### src/rtl/isq_pkg.sv
// Shared constants, types and helpers for the issue-queue select logic.
// Payload/index widths come from ISQ_DATA_WIDTH / ISQ_INDEX_WIDTH when the
// build defines them; otherwise the defaults below apply.
`ifndef ISQ_DATA_WIDTH
`define ISQ_DATA_WIDTH 32
`endif
`ifndef ISQ_INDEX_WIDTH
`define ISQ_INDEX_WIDTH 6
`endif

package isq_pkg;

    localparam int ISQ_DEPTH       = 8;
    localparam int ISQ_DATA_WIDTH  = `ISQ_DATA_WIDTH;
    localparam int ISQ_INDEX_WIDTH = `ISQ_INDEX_WIDTH;
    localparam int ISQ_SLOT_WIDTH  = $clog2(ISQ_DEPTH);

    typedef logic [ISQ_SLOT_WIDTH-1:0] issue_slot_t;

    // Entry number of the set bit of a one-hot vector (0 when the vector is empty).
    function automatic issue_slot_t onehot_to_index(input logic [ISQ_DEPTH-1:0] oh);
        issue_slot_t idx;
        idx = '0;
        for (int i = 0; i < ISQ_DEPTH; i++) begin
            if (oh[i]) idx = issue_slot_t'(i);
        end
        return idx;
    endfunction

endpackage

### src/rtl/isq_age_matrix.sv
// Age matrix for oldest-first selection. r_older[i][j] means entry i is older
// than entry j. A newly allocated entry becomes younger than every other entry;
// when several entries are allocated in the same cycle the lower index is older.
// Only instantiated when ISQ_SELECT_AGE_EN is defined.
module isq_age_matrix #(
    parameter int DEPTH = 8
) (
    input  logic             clock,
    input  logic             reset_n,
    input  logic [DEPTH-1:0] alloc_vec,
    input  logic [DEPTH-1:0] req_vec,
    output logic [DEPTH-1:0] grant_vec
);

    logic [DEPTH-1:0] r_older [DEPTH];
    logic [DEPTH-1:0] w_blocked;

    // Update age relations on allocation; diagonal stays 0.
    always_ff @(posedge clock or negedge reset_n) begin
        if (!reset_n) begin
            for (int i = 0; i < DEPTH; i++) r_older[i] <= '0;
        end else begin
            for (int i = 0; i < DEPTH; i++) begin
                for (int j = 0; j < DEPTH; j++) begin
                    if (i != j) begin
                        if (alloc_vec[i] && alloc_vec[j]) r_older[i][j] <= (i < j);
                        else if (alloc_vec[i])            r_older[i][j] <= 1'b0;
                        else if (alloc_vec[j])            r_older[i][j] <= 1'b1;
                    end
                end
            end
        end
    end

    // A requester is blocked when some other requester is older than it.
    always_comb begin
        w_blocked = '0;
        for (int i = 0; i < DEPTH; i++) begin
            for (int j = 0; j < DEPTH; j++) begin
                if (j != i) w_blocked[i] = w_blocked[i] | (req_vec[j] & r_older[j][i]);
            end
        end
    end

    // Entries with no age history tie; the top breaks ties by lowest index.
    assign grant_vec = req_vec & ~w_blocked;

endmodule

### src/rtl/isq_issue_select.sv
// Issue select: picks one ready ISQ entry per cycle, pulses its clear_entry
// and loads it into a 1-deep output register toward the function unit.
// ISQ_SELECT_AGE_EN defined: oldest-first via isq_age_matrix.
// ISQ_SELECT_AGE_EN undefined: lowest ready index wins, alloc_vec ignored.
//
// Handshake: issue_valid/issue_data/issue_index/issue_slot are held stable
// while issue_valid && !issue_ready; the op transfers on a clock edge where
// issue_valid && issue_ready. A new entry is selected (and cleared) only on a
// cycle where the register is empty or draining, flush is low and reset is
// deasserted.
module isq_issue_select
    import isq_pkg::*;
#(
    parameter int DEPTH       = ISQ_DEPTH,
    parameter int DATA_WIDTH  = ISQ_DATA_WIDTH,
    parameter int INDEX_WIDTH = ISQ_INDEX_WIDTH
) (
    input  logic                         clock,
    input  logic                         reset_n,
    input  logic                         flush,
    input  logic [DEPTH-1:0]             alloc_vec,
    input  logic [DEPTH-1:0]             ready_vec,
    input  logic [DEPTH*DATA_WIDTH-1:0]  entry_data,
    input  logic [DEPTH*INDEX_WIDTH-1:0] entry_index,
    output logic [DEPTH-1:0]             clear_vec,
    output logic                         issue_valid,
    input  logic                         issue_ready,
    output logic [DATA_WIDTH-1:0]        issue_data,
    output logic [INDEX_WIDTH-1:0]       issue_index,
    output logic [$clog2(DEPTH)-1:0]     issue_slot
);

    logic                     r_issue_valid;
    logic [DATA_WIDTH-1:0]    r_issue_data;
    logic [INDEX_WIDTH-1:0]   r_issue_index;
    logic [$clog2(DEPTH)-1:0] r_issue_slot;

    logic                     w_can_load;
    logic                     w_select;
    logic [DEPTH-1:0]         w_cand;
    logic [DEPTH-1:0]         w_winner_oh;
    logic [$clog2(DEPTH)-1:0] w_slot;
    logic [DATA_WIDTH-1:0]    w_sel_data;
    logic [INDEX_WIDTH-1:0]   w_sel_index;

`ifdef ISQ_SELECT_AGE_EN
    isq_age_matrix #(.DEPTH(DEPTH)) u_age (
        .clock     (clock),
        .reset_n   (reset_n),
        .alloc_vec (alloc_vec),
        .req_vec   (ready_vec),
        .grant_vec (w_cand)
    );
`else
    logic w_unused_alloc;
    assign w_unused_alloc = ^alloc_vec;
    assign w_cand         = ready_vec;
`endif

    assign w_can_load  = !r_issue_valid || issue_ready;
    assign w_select    = reset_n && w_can_load && !flush;
    // Lowest set candidate bit: priority fallback and age-tie breaker.
    assign w_winner_oh = w_cand & (~w_cand + DEPTH'(1));
    assign clear_vec   = w_select ? w_winner_oh : '0;
    assign w_slot      = onehot_to_index(w_winner_oh);

    // Mux the winning entry's payload and index.
    always_comb begin
        w_sel_data  = '0;
        w_sel_index = '0;
        for (int i = 0; i < DEPTH; i++) begin
            if (w_winner_oh[i]) begin
                w_sel_data  = entry_data[i*DATA_WIDTH +: DATA_WIDTH];
                w_sel_index = entry_index[i*INDEX_WIDTH +: INDEX_WIDTH];
            end
        end
    end

    // Output register: load the winner, drain when empty, hold under backpressure.
    always_ff @(posedge clock or negedge reset_n) begin
        if (!reset_n) begin
            r_issue_valid <= 1'b0;
            r_issue_data  <= '0;
            r_issue_index <= '0;
            r_issue_slot  <= '0;
        end else if (flush) begin
            r_issue_valid <= 1'b0;
        end else if (w_can_load) begin
            if (|ready_vec) begin
                r_issue_valid <= 1'b1;
                r_issue_data  <= w_sel_data;
                r_issue_index <= w_sel_index;
                r_issue_slot  <= w_slot;
            end else begin
                r_issue_valid <= 1'b0;
            end
        end
    end

    assign issue_valid = r_issue_valid;
    assign issue_data  = r_issue_data;
    assign issue_index = r_issue_index;
    assign issue_slot  = r_issue_slot;

endmodule

### config.mk
export PLATFORM = sky130hd
export DESIGN_NAME = isq_issue_select
export DESIGN_NICKNAME = d
export VERILOG_FILES = /design/src/rtl/isq_pkg.sv /design/src/rtl/isq_age_matrix.sv /design/src/rtl/isq_issue_select.sv
export SDC_FILE = /design/constraint.sdc
export NUM_CORES = 1
export LEC_CHECK = 0
export ABC_CLOCK_PERIOD_IN_PS = 2200
export BUFFER_PORTS_ARGS = -buffer_cell sky130_fd_sc_hd__buf_2
export CAP_MARGIN = 20
export CORE_AREA = 2 2 143 145
export CTS_BUF_LIST = sky130_fd_sc_hd__clkbuf_4
export DETAILED_ROUTE_END_ITERATION = 6
export DIE_AREA = 0 0 145 147
export SYNTH_ARGS = -nofsm -noshare
export SYNTH_HDL_FRONTEND = slang
export SYNTH_HIERARCHICAL = 1
export SYNTH_SLANG_ARGS = --single-unit
### constraint.sdc
create_clock -name clock -period 2.2 [get_ports clock]
set_clock_uncertainty 0.2 [all_clocks]
set_input_delay 0.22 -clock clock [delete_from_list [all_inputs] [get_ports clock]]
set_output_delay 0.22 -clock clock [all_outputs]
set_load 0.01 [all_outputs]
==> out/results.tsv <==
stage	metric	value	unit
synth	Syn Inst Count	522	
clocking	htree depth	2	
hold_path	Hold Crit Start	entry_data[165]	
clocking	CTS clk-pin slew, worst paths	0.15	ns
finish	layout cells sized above 1	50.17	%
detailed_routing	final antenna-violating net count	0	
placement	hpwl dp	18.96	mm
sta	Period minus WS final	2.078	ns
finish	# fillers	2149	
detailed_routing	routed vias	6311	
finish	final core occ	33.93	%
global_route	grt ovf	0	
sta	period utilization	94.45	%
placement	IO Port Bufs	365	
floorplanning	# IOs	374	
global_route	vias in the first global route	6395	
setup_path	CP max FO	5	
setup_path	Worst setup EP type	output pin	
synth	register area share after synthesis	24.91	%
synth	Mean Syn Cell Area	8.082	um^2
synth	ys flop type	dfrtp_1	
sta	Final Hold Viols	0	
setup_path	Critical Path RT	1.78	ns
detailed_routing	Initial DRT Pass Iterations	5	
clocking	clock sinks	42	
synth	number of distinct library cells after synthesis	46	
detailed_routing	routed wl met2	12.37	mm
placement	pre-CTS WS	-0.04798	ns
setup_path	Crit path depth	6	
sta	worst slew pin tran	0.5812	ns
detailed_routing	drt wl/cell	21.46	um
sta	Final WS setup	0.1221	ns
global_route	largest net degree at the start of global routing	43	
finish	post-route cell area	6733	um^2
detailed_routing	post-route met1 wirelength	9.684	mm
setup_path	CP max stage delay	0.40	ns
floorplanning	Initial Utilization	21.26	%
run	max_cap viols	0	
floorplanning	DIE WIDTH	145	um
setup_path	CP Launch Point	issue_valid	
global_route	first-pass GRT wire length	37.16	mm
setup_path	Reg2Reg Setup Slack	0.54	ns
sta	final setup vio count	0	
sta	max-slew violation count	0	
power	PwrDens	420.1	nW/um^2
power	maximum vdd drop	209.1	uV
synth	Post-synth EDFFs	0	
floorplanning	core area	19840	um^2
outcome	outcome	completed	
clocking	CTS tree	built	
hold_path	Tightest Hold Check Type	primary input to flop	
detailed_routing	DR top layer	met4	
setup_path	Worst path top cell family by delay	simple AND/OR/NAND/NOR gates	
detailed_routing	routed wire length	24.64	mm
setup_path	Startpoint Class	flop	
setup_path	CP cell instances	nor2b_2 > nor2_4 > nand2_2 > buf_4 > nor3_1 > buf_2	
detailed_routing	1st-iter DRT viols	446	
detailed_routing	DR WL met3	1.943	mm
clocking	total CTS buffers	5	
setup_path	r2r startpoint	issue_valid	
setup_path	Worst path slowest cell	dfrtp_1	
global_route	initial antenna violation count	1	
synth	Ys Warns	6	
synth	Synth top area share	24.91	%
setup_path	Bufs and invs on worst path	2	
finish	Area Growth Syn to Fin	59.58	%
finish	fin nets	1200	
setup_path	CP Capture Point	clear_vec[5]	
synth	Post-Syn Area	4219	um^2
floorplanning	row cnt	52	
setup_path	worst reg2reg path depth	4	
power	LEAKAGE	2.976	nW
synth	flops & latches, synth	42	
synth	largest area contributor in the netlist	dfrtp_1	
synth	asr flop ratio synth	100.0	%
detailed_routing	# DRC	0	
sta	f_max	481.2	MHz
setup_path	Worst EP arrival	1.66	ns
placement	area post-placement	6486	um^2
synth	Synthesized Nets	846	
synth	Area contributors post-synth	dfrtp_1, a221oi_1, o221ai_1	
floorplanning	Die H	147	um
clocking	worst-skew pair later-pin latency	0.37	ns
detailed_routing	Vias/cell	5.497	
floorplanning	die area	21320	um^2
global_route	Total Routing Usage GR	22.55	%
clocking	clk root buf	clkbuf_4	
sta	Slew headroom	60.25	%
placement	Placer Congestion	0.8691	
setup_path	Crit Path Class	flop to output pin	
sta	RSZ-0062 raised after global routing	no	
clocking	Clock Path Buffers	2	
setup_path	Worst R2R End	issue_data[11]	
## cells by family after synthesis
kind of cell	synth area share, %
buf+inv	8.422
simple gates	13.58
compound gates	53.08
flops	24.91
## what timing repair did
action | 4_1_cts | 5_1_grt
hold buffers | 12 | 0
buffers inserted | 0 | 1
gates resized for setup | 0 | 3
setup endpoints to repair | 0 | 7
hold endpoints to repair | 52 | 0
## cell usage in the layout (no fill, tap or decap), types with 2 or more instances in the layout
cell type      instances
o211ai_1              11
a2111oi_2              8
o21a_1                 2
or3_1                  2
buf_4                 38
buf_12                 6
a221o_1               10
nand3b_1              10
nor4_1                 3
clkbuf_4               5
nor2_1                70
nand2_1               17
nor2b_4                2
nand2b_1               3
dfrtp_1               42
a2111oi_0             19
inv_2                  3
a32o_1                27
a31oi_1               10
a211oi_1               2
o22ai_1               28
inv_1                  3
nor3_1                 3
o21ai_1                2
o21ai_0               27
a21oi_1               21
o221ai_1              37
dlygate4sd3_1         12
buf_2                365
nand3_1                2
bufinv_16              2
a2bb2oi_1              9
a221oi_1              54
## Yosys cell counts (13+ instances only)
library cell	instances
a2111oi_0	19
a21oi_1	21
a221oi_1	54
a32o_1	27
buf_2	13
clkbuf_1	51
dfrtp_1	42
nand2_1	18
nor2_1	71
o21ai_0	27
o221ai_1	37
o22ai_1	28
## worst register-to-register path, stage by stage, from the launching register on
cell     delay, ns
dfrtp_1       0.40
nor2b_2       0.19
a311o_1       0.36
buf_12        0.18
a32o_1        0.23
## layer usage
metal / global-route usage (%) / vias up
met5: 0 / -
met4: 6.782 / 0
met3: 4.534 / 41
met2: 41.10 / 375
met1: 26.74 / 2992
li1: - / 2903
## through the flow
stage / hold WS [ns] / std cells / power (mW) / TNS, ns
after detailed placement: 0.2717 / 1126 / 2.178 / -0.04798
after floorplan: -0.2756 / 522 / 1.502 / 0
final: 0.05942 / 1148 / 2.829 / 0
after global routing: 0.03015 / 1148 / 3.004 / 0
after CTS: 0.01062 / 1146 / 2.869 / 0
after global placement: 0.2705 / 1126 / 2.164 / -0.09656
## worst min path at each step
stage | endpoint | slack [ns] | cells after the start
floorplan | issue_data[0] | -0.28 | 0
global placement | issue_data[29] | 0.27 | 2
detailed placement | issue_data[25] | 0.27 | 2
CTS | issue_data[15] | 0.01 | 4
global route | issue_data[25] | 0.03 | 3
finish | issue_data[5] | 0.06 | 4
## final cells by class
type,instances,area [um^2],area share [%]
Multi-Input combinational cell,400,2860,42.48
Clock inverter,3,68.82,1.022
Sequential cell,42,1051,15.61
Timing Repair Buffer,421,2352,34.94
Clock buffer,5,37.54,0.5575
Tap cell,270,337.8,5.018
Antenna cell,1,2.502,0.03717
Inverter,6,22.52,0.3345
## flip-flops by register name, indices dropped and copies added, names as in the netlist
| signal | cells |
|---|---|
| issue_index | 6 |
| issue_slot | 3 |
| issue_valid | 1 |
| issue_data | 32 |
## power by group
group	switching, mW	internal (mW)
logic	0.663	0.575
registers	0.0601	0.882
clock network	0.293	0.355
total	1.02	1.81
No activity file was read; power rests on OpenSTA's default activity.
